--- src/rtl/spi_cmd_pkg.sv ---
// Shared definitions for the SPI command master: frame geometry, opcodes, FSM states.
package spi_cmd_pkg;
  localparam int OPC_W     = 8;
  localparam int PAYLOAD_W = 128;
  localparam int FRAME_LEN = OPC_W + PAYLOAD_W;

  localparam logic [OPC_W-1:0] OPC_EXCITE_DD  = 8'd1;
  localparam logic [OPC_W-1:0] OPC_EXCITE_XOR = 8'd2;
  localparam logic [OPC_W-1:0] OPC_READ_DD    = 8'd3;
  localparam logic [OPC_W-1:0] OPC_READ_XOR   = 8'd4;

  typedef enum logic [2:0] {IDLE, LEAD, LO, HI, TAIL, GAP} state_t;

  function automatic int max_of4(input int a, input int b, input int c, input int d);
    int m;
    m = a;
    if (b > m) m = b;
    if (c > m) m = c;
    if (d > m) m = d;
    return m;
  endfunction
endpackage

--- src/rtl/sync_2ff.sv ---
// Generic 1-bit two-flop synchronizer, async active-low reset to 0.
module sync_2ff (
  input  logic clk,
  input  logic rst_n,
  input  logic d,
  output logic q
);
  logic meta;

  always_ff @(posedge clk or negedge rst_n) begin
    if (!rst_n) begin
      meta <= 1'b0;
      q    <= 1'b0;
    end else begin
      meta <= d;
      q    <= meta;
    end
  end
endmodule

--- src/rtl/spi_cmd_master.sv ---
// SPI mode-0 master sending fixed-length opcode+payload frames MSB first,
// capturing MISO full-duplex into RX_DATA.
module spi_cmd_master #(
  parameter int FRAME_LEN = spi_cmd_pkg::FRAME_LEN,
  parameter int CLK_DIV   = 2,
  parameter int LEAD_CYC  = 4,
  parameter int TAIL_CYC  = 4,
  parameter int GAP_CYC   = 4
) (
  input  logic                 CLK,
  input  logic                 RESET,
  input  logic                 START,
  input  logic [FRAME_LEN-1:0] CMD,
  output logic                 BUSY,
  output logic                 DONE,
  output logic [FRAME_LEN-1:0] RX_DATA,
  output logic                 SCLK,
  output logic                 MOSI,
  output logic                 SSEL,
  input  logic                 MISO
);
  import spi_cmd_pkg::*;

  localparam int BCW  = $clog2(FRAME_LEN + 1);
  localparam int CMAX = max_of4(LEAD_CYC, CLK_DIV, TAIL_CYC, GAP_CYC);
  localparam int CW   = $clog2(CMAX + 1);

  state_t               state;
  logic [CW-1:0]        cnt;
  logic [BCW-1:0]       bitcnt;
  // MSB of the frame lives in MOSI itself, so the shifter holds only the rest.
  logic [FRAME_LEN-2:0] tx_sh;
  logic [FRAME_LEN-1:0] rx_sh;
  logic                 miso_s;

  sync_2ff u_miso_sync (
    .clk   (CLK),
    .rst_n (RESET),
    .d     (MISO),
    .q     (miso_s)
  );

  always_ff @(posedge CLK or negedge RESET) begin
    if (!RESET) begin
      state   <= IDLE;
      cnt     <= '0;
      bitcnt  <= '0;
      tx_sh   <= '0;
      rx_sh   <= '0;
      RX_DATA <= '0;
      SSEL    <= 1'b1;
      SCLK    <= 1'b0;
      MOSI    <= 1'b0;
      BUSY    <= 1'b0;
      DONE    <= 1'b0;
    end else begin
      DONE <= 1'b0;
      case (state)
        IDLE: if (START) begin
          state  <= LEAD;
          cnt    <= CW'(LEAD_CYC - 1);
          bitcnt <= '0;
          tx_sh  <= CMD[FRAME_LEN-2:0];
          rx_sh  <= '0;
          SSEL   <= 1'b0;
          SCLK   <= 1'b0;
          MOSI   <= CMD[FRAME_LEN-1];
          BUSY   <= 1'b1;
        end
        LEAD: if (cnt == '0) begin
          state <= LO;
          cnt   <= CW'(CLK_DIV - 1);
        end else cnt <= cnt - CW'(1);
        LO: if (cnt == '0) begin
          state <= HI;
          cnt   <= CW'(CLK_DIV - 1);
          SCLK  <= 1'b1;
        end else cnt <= cnt - CW'(1);
        HI: if (cnt == '0) begin
          rx_sh <= {rx_sh[FRAME_LEN-2:0], miso_s};
          SCLK  <= 1'b0;
          if (bitcnt == BCW'(FRAME_LEN - 1)) begin
            state <= TAIL;
            cnt   <= CW'(TAIL_CYC - 1);
          end else begin
            state  <= LO;
            cnt    <= CW'(CLK_DIV - 1);
            bitcnt <= bitcnt + BCW'(1);
            MOSI   <= tx_sh[FRAME_LEN-2];
            tx_sh  <= {tx_sh[FRAME_LEN-3:0], 1'b0};
          end
        end else cnt <= cnt - CW'(1);
        TAIL: if (cnt == '0) begin
          state   <= GAP;
          cnt     <= CW'(GAP_CYC - 1);
          SSEL    <= 1'b1;
          MOSI    <= 1'b0;
          DONE    <= 1'b1;
          RX_DATA <= rx_sh;
        end else cnt <= cnt - CW'(1);
        GAP: if (cnt == '0) begin
          state <= IDLE;
          BUSY  <= 1'b0;
        end else cnt <= cnt - CW'(1);
        default: state <= IDLE;
      endcase
    end
  end
endmodule
--- config.mk ---
export PLATFORM = sky130hd
export DESIGN_NAME = spi_cmd_master
export DESIGN_NICKNAME = d
export VERILOG_FILES = /design/src/rtl/spi_cmd_pkg.sv /design/src/rtl/sync_2ff.sv /design/src/rtl/spi_cmd_master.sv
export SDC_FILE = /design/constraint.sdc
export NUM_CORES = 1
export LEC_CHECK = 0
export ABC_AREA = 0
export BUFFER_PORTS_ARGS = -buffer_cell sky130_fd_sc_hd__clkbuf_2
export CAP_MARGIN = 20
export CORE_ASPECT_RATIO = 0.6
export CORE_MARGIN = 3
export CORE_UTILIZATION = 30
export CTS_CLUSTER_DIAMETER = 100
export DETAILED_ROUTE_END_ITERATION = 16
export HOLD_SLACK_MARGIN = 0.08
export SETUP_SLACK_MARGIN = 0.4
export SYNTH_ARGS = -nofsm -noshare
export SYNTH_HDL_FRONTEND = slang
export SYNTH_SLANG_ARGS = --single-unit
--- constraint.sdc ---
create_clock -name CLK -period 2.2 [get_ports CLK]
set_clock_uncertainty 0.1 [all_clocks]
set_input_delay 0.22 -clock CLK [delete_from_list [all_inputs] [get_ports CLK]]
set_output_delay 0.22 -clock CLK [all_outputs]
set_load 0.005 [all_outputs]
-- Word level (Yosys, flattened, before mapping)
Cells that the tools add are included.
- multiplexer cells: 39
- equal/unequal tests: 14
- add/subtract/negate cells: 2
- reduce and logical (&&, ||, !) cells: 18
- operators by type and width (cell ; number):
    $mux 135 ; 3
    $mux 136 ; 2
    $pmux 136 s2 ; 1
    $pmux 135 s2 ; 1
    $mux 3 ; 12
    $mux 8 ; 3
    $pmux 3 s6 ; 1
    $ne 2x2->1 const B ; 8
    $pmux 8 s2 ; 1
    $pmux 3 s5 ; 1
    $reduce_and 3->1 ; 4
    $mux 1 ; 9
    $add 8x1->8 const B ; 1
    $eq 8x8->1 const B ; 1
    $reduce_and 4->1 ; 2
    $eq 3x2->1 const B ; 2
    $eq 3x3->1 const B ; 2
    $logic_not 3->1 ; 2
    $pmux 1 s3 ; 2
    $reduce_and 6->1 ; 1
    $reduce_bool 2->1 ; 3
    $reduce_bool 3->1 ; 2
    $reduce_and 5->1 ; 1
    $reduce_bool 5->1 ; 1
    other kinds (6) ; 7
- bits of input ports: 140
- flip-flop bits (word level): 428

-- Logic depth before layout (Yosys ltp)
- word-level depth: 4
- depth in mapped cells: 10
- depth with buffers taken out: 7

-- Modules after synthesis
A second synthesis with hierarchy kept.
- cells, all modules: 2036
- area total of the unflattened synthesis: 17664.4 sq um
- modules (own cells, without submodules) (module ; area an instance (sq um) ; cells an instance ; instances):
    spi_cmd_master ; 17614.4 ; 2034 ; 1
    sync_2ff ; 50.0 ; 2 ; 1

-- Worst setup path before layout
Ideal clock, no wire load.
- path kind: flip-flop to flip-flop
- start: register cnt[0]
- end: register rx_sh[95]
- setup time: 66 ps
- path buffers: 3
- cell stages (with the launch flop): 11
- data arrival time: 1921 ps
- setup slack: 113 ps
- clock period less this slack: 2087 ps
- cell sequence: dfrtp_1 inv_1 ha_1 nand2b_1 buf_2 nor2_1 nor2_1 buf_2 buf_1 nand2_1 nand2_1
- word-level cells in the longest chain between the ends: 3
- RTL lines (element ; line ; RTL):
    from (decl) ; spi_cmd_master.sv:29 ; logic [CW-1:0] cnt;
    from (signal assigned) ; spi_cmd_master.sv:61 ; cnt <= CW'(LEAD_CYC - 1);
    from (signal assigned) ; spi_cmd_master.sv:72 ; cnt <= CW'(CLK_DIV - 1);
    from (signal assigned) ; spi_cmd_master.sv:73 ; end else cnt <= cnt - CW'(1);
    $logic_not 3->1 ; spi_cmd_master.sv:79 ; HI: if (cnt == '0) begin
    $ne 2x2->1 (no source line) ; -- ;
    $reduce_and 3->1 (no source line) ; -- ;
    to (signal assigned) ; spi_cmd_master.sv:80 ; rx_sh <= {rx_sh[FRAME_LEN-2:0], miso_s};
    to (decl) ; spi_cmd_master.sv:33 ; logic [FRAME_LEN-1:0] rx_sh;
Every way passes these cells.
A chain may end at the register's enable or synchronous reset.

-- Worst setup path in the final report
- start: register bitcnt[6]
- end: register tx_sh[24]
- word-level cells in the longest chain between the ends: 3
- RTL lines (element ; line ; RTL):
    from (decl) ; spi_cmd_master.sv:30 ; logic [BCW-1:0] bitcnt;
    from (signal assigned) ; spi_cmd_master.sv:88 ; bitcnt <= bitcnt + BCW'(1);
    $eq 8x8->1 ; spi_cmd_master.sv:82 ; if (bitcnt == BCW'(FRAME_LEN - 1)) begin
    $ne 2x2->1 (no source line) ; -- ;
    $reduce_and 4->1 (no source line) ; -- ;
    to (signal assigned) ; spi_cmd_master.sv:63 ; tx_sh <= CMD[FRAME_LEN-2:0];
    to (signal assigned) ; spi_cmd_master.sv:90 ; tx_sh <= {tx_sh[FRAME_LEN-3:0], 1'b0};
    to (decl) ; spi_cmd_master.sv:32 ; logic [FRAME_LEN-2:0] tx_sh;
Every way passes these cells.

==> results.sh <==
export IMPL_clkTransAtPathRegs_ns=0.07
export IMPL_fin_crit_ns=2.55
export IMPL_crit_type="register to register"
export IMPL_grt_overflow_total=0
export IMPL_final_area_sq_um=26300
export IMPL_ys_warnings_count=0
export IMPL_muxShareOfSynthArea_pct=0.0642
export IMPL_grt_pass1_vias=16900
export IMPL_io_pins=281
export IMPL_synth_simple_area_share_pct=33.7
export IMPL_fin_crit_sh_pct=116
export IMPL_synth_async_reset_ratio_pct=100
export IMPL_grt_usage_pct=19.1
export IMPL_ys_types=38
export IMPL_status="complete, but fails checks"
export IMPL_synth_cells=2031
export IMPL_cp_cell_sequence="nor4_4 -> nand3_2 -> a21oi_4 -> buf_12 -> buf_12 -> clkbuf_16 -> nor3_1 -> nor3_1"
export IMPL_grt_max_degree=137
export IMPL_routed_wirelength_um=65600
export IMPL_rows=67
export IMPL_drt_iter0_drc=1431
export IMPL_dpl_cell_area_sq_um=20200
export IMPL_synth_xor_area_share_pct=0.150
export IMPL_cts_buffer_depth=3
export IMPL_synth_top_family_by_area="simple AND/OR/NAND/NOR gates"
export IMPL_fin_util_pct=46.2
export IMPL_rsz0062_at_grt="yes"
export IMPL_syn_nets=2174
export IMPL_die_area_sq_um=61500
export IMPL_critical_path_arrival_ns=2.84
export IMPL_cts_num_sinks=428
export IMPL_cts_buffers=43
export IMPL_core_area_sq_um=56800
export IMPL_p_per_area_nw_per_um2=1080
export IMPL_power_leakage_nw=12.9
export IMPL_cts_max_level=2
export IMPL_first_pass_iters=5
export IMPL_critPathMaxFanout=10
export IMPL_dp_hpwl_um=32300
export IMPL_tightestPinTransition_ns=0.613
export IMPL_hold_path_class="input pin to asynchronous set/reset pin"
export IMPL_ir_drop_mv=0.680
export IMPL_netlist_area_leader_share_pct=60.9
export IMPL_cap_violations=0
export IMPL_cts_tree="yes"
export IMPL_synth_area_sq_um=17600
export IMPL_layout_drive_gt1_share_pct=27.0
export IMPL_synthFlopType="dfrtp_1"
export IMPL_startpoint_type="register"
export IMPL_layout_commonest_cell="nand2_1"
export IMPL_crit_slowest_cell="nor3_1"
export IMPL_synthAdderAreaFrac_pct=0.214
export IMPL_violations="setup timing"
export IMPL_place_congestion=0.821
export IMPL_synth_compound_area_share_pct=1.29
export IMPL_num_vias=17000
export IMPL_fin_nets=2693
export IMPL_max_stage_delay_ns=0.49
export IMPL_ys_seq_area_share_pct=61.0
export IMPL_detail_route_antenna_nets=0
export IMPL_synth_edff_count=0
export IMPL_synth_seq_cells=428
export IMPL_dieWidth_um=318
export IMPL_synth_avg_cell_area_sq_um=8.64
export IMPL_yosysTopAreaCell="dfrtp_1"
export IMPL_antenna_found_initial=1
export IMPL_fill_cells=5249
export IMPL_slew_violations=0
export IMPL_grt_pass1_wl_um=96000
export IMPL_ys_top_cells_by_area="dfrtp_1 (61%), nand2_1 (15%), nor3_1 (7.7%)"
export IMPL_clk_latency_ns=0.56
export IMPL_die_h_um=193
export IMPL_area_growth_pct=49.6
export IMPL_cts_root_buf="clkbuf_16"
export IMPL_critPathCaptureType="register"
export IMPL_avgRoutedWirePerCell_um=19.6
export IMPL_drc=0
export IMPL_layout_setup_ws_ns=-0.353
export IMPL_io_buffers=280
export IMPL_reg2reg_depth=8
export IMPL_max_freq_mhz=392
export IMPL_relSlewSlack_pct=58.8
export IMPL_cp_required_ns=2.49
export IMPL_hold_viol=0
export IMPL_layout_common_cells="nand2_1 (692), dfrtp_1 (425), clkbuf_2 (279)"
export IMPL_setup_viol=1
export IMPL_vias_per_cell=5.08
export IMPL_initial_core_util_pct=30.9
## cell usage after synthesis (all sizes together) (3+ instances only)
cell type,n
nand2,696
dfrtp,427
nor2,284
nor3,271
nand3,143
buf,77
clkbuf,64
a21oi,12
o21ai,9
inv,4
a22o,3
and3b,3
ha,3
nor4,3
o22ai,3
o31ai,3
## what timing repair did
item,CTS,global route
setup buffers,53,20
pin swaps,50,66
hold buffers,139,0
gates resized for setup,135,137
gates cloned,30,27
endpoints found under the hold margin,400,0
setup endpoints to repair,417,421
## cell type report
type	count	area [sq um]	area share, %
Clock buffer	64	1280	4.86
Timing Repair Buffer	614	6090	23.2
Antenna cell	2	5.00	0.0191
Inverter	4	22.5	0.0858
Tap cell	759	950	3.62
Multi-Input combinational cell	1459	7060	26.9
Sequential cell	428	10700	40.8
Clock inverter	12	138	0.524
## cells by family (layout without fill, tap and decap cells)
kind of cell | count (synthesis) | in the layout
AO/OA/AOI/OAI | 35 | 35
XOR/XNOR | 3 | 3
adder cells (fa/ha/maj) | 3 | 3
buffers and inverters | 145 | 694
flip-flops | 428 | 428
multiplexers | 1 | 1
other | 0 | 2
AND/OR/NAND/NOR | 1416 | 1417
## worst max-delay path, delay by kind of cell, from the launching register on
kind | cells | cell delay [ns]
flops | 1 | 0.42
compound gates | 1 | 0.30
buf+inv | 3 | 0.48
simple gates | 4 | 1.07
## per-layer routing
metal	vias to the layer above	track usage [%]	wire (um)
li1	7626	-	-
met1	8469	26.8	29700
met2	714	29.9	29800
met3	171	3.61	4210
met4	0	6.13	1930
met5	-	0	0
## state kept, by name, indices dropped and copies added, names as in the netlist, 3 cells and up
signal / count
rx_sh: 136
RX_DATA: 136
tx_sh: 135
bitcnt: 8
cnt: 3
state: 3
## worst paths after layout
check,from,to,slack (ns)
min in group CLK,MISO,u_miso_sync.meta,0.22
setup / recovery,bitcnt[6],tx_sh[24],-0.35
hold reg to reg,u_miso_sync.meta,u_miso_sync.q,0.25
max in group asynchronous,RESET,rx_sh[129],1.03
setup reg to reg,bitcnt[6],tx_sh[24],-0.35
hold / removal,RESET,RX_DATA[36],0.13
## power by group
part,internal [mW],switching (mW),leakage (nW)
Clock,4.26,3.27,0.691
Sequential,9.00,0.885,5.31
Combinational,5.21,5.62,6.94
## through the flow
step	hold slack, ns	setup slack [ns]	power (mW)	std cells	TNS, ns
after floorplan	-0.176	0.324	13.1	2031	0
after global placement	0.132	0.109	14.8	2995	0
after detailed placement	0.134	0.0475	15.0	2995	0
after CTS	0.126	0.212	26.0	3293	0
after global routing	0.160	-0.380	29.5	3341	-0.380
final	0.127	-0.353	28.3	3342	-0.353
Power figures use the tool's default switching activity.
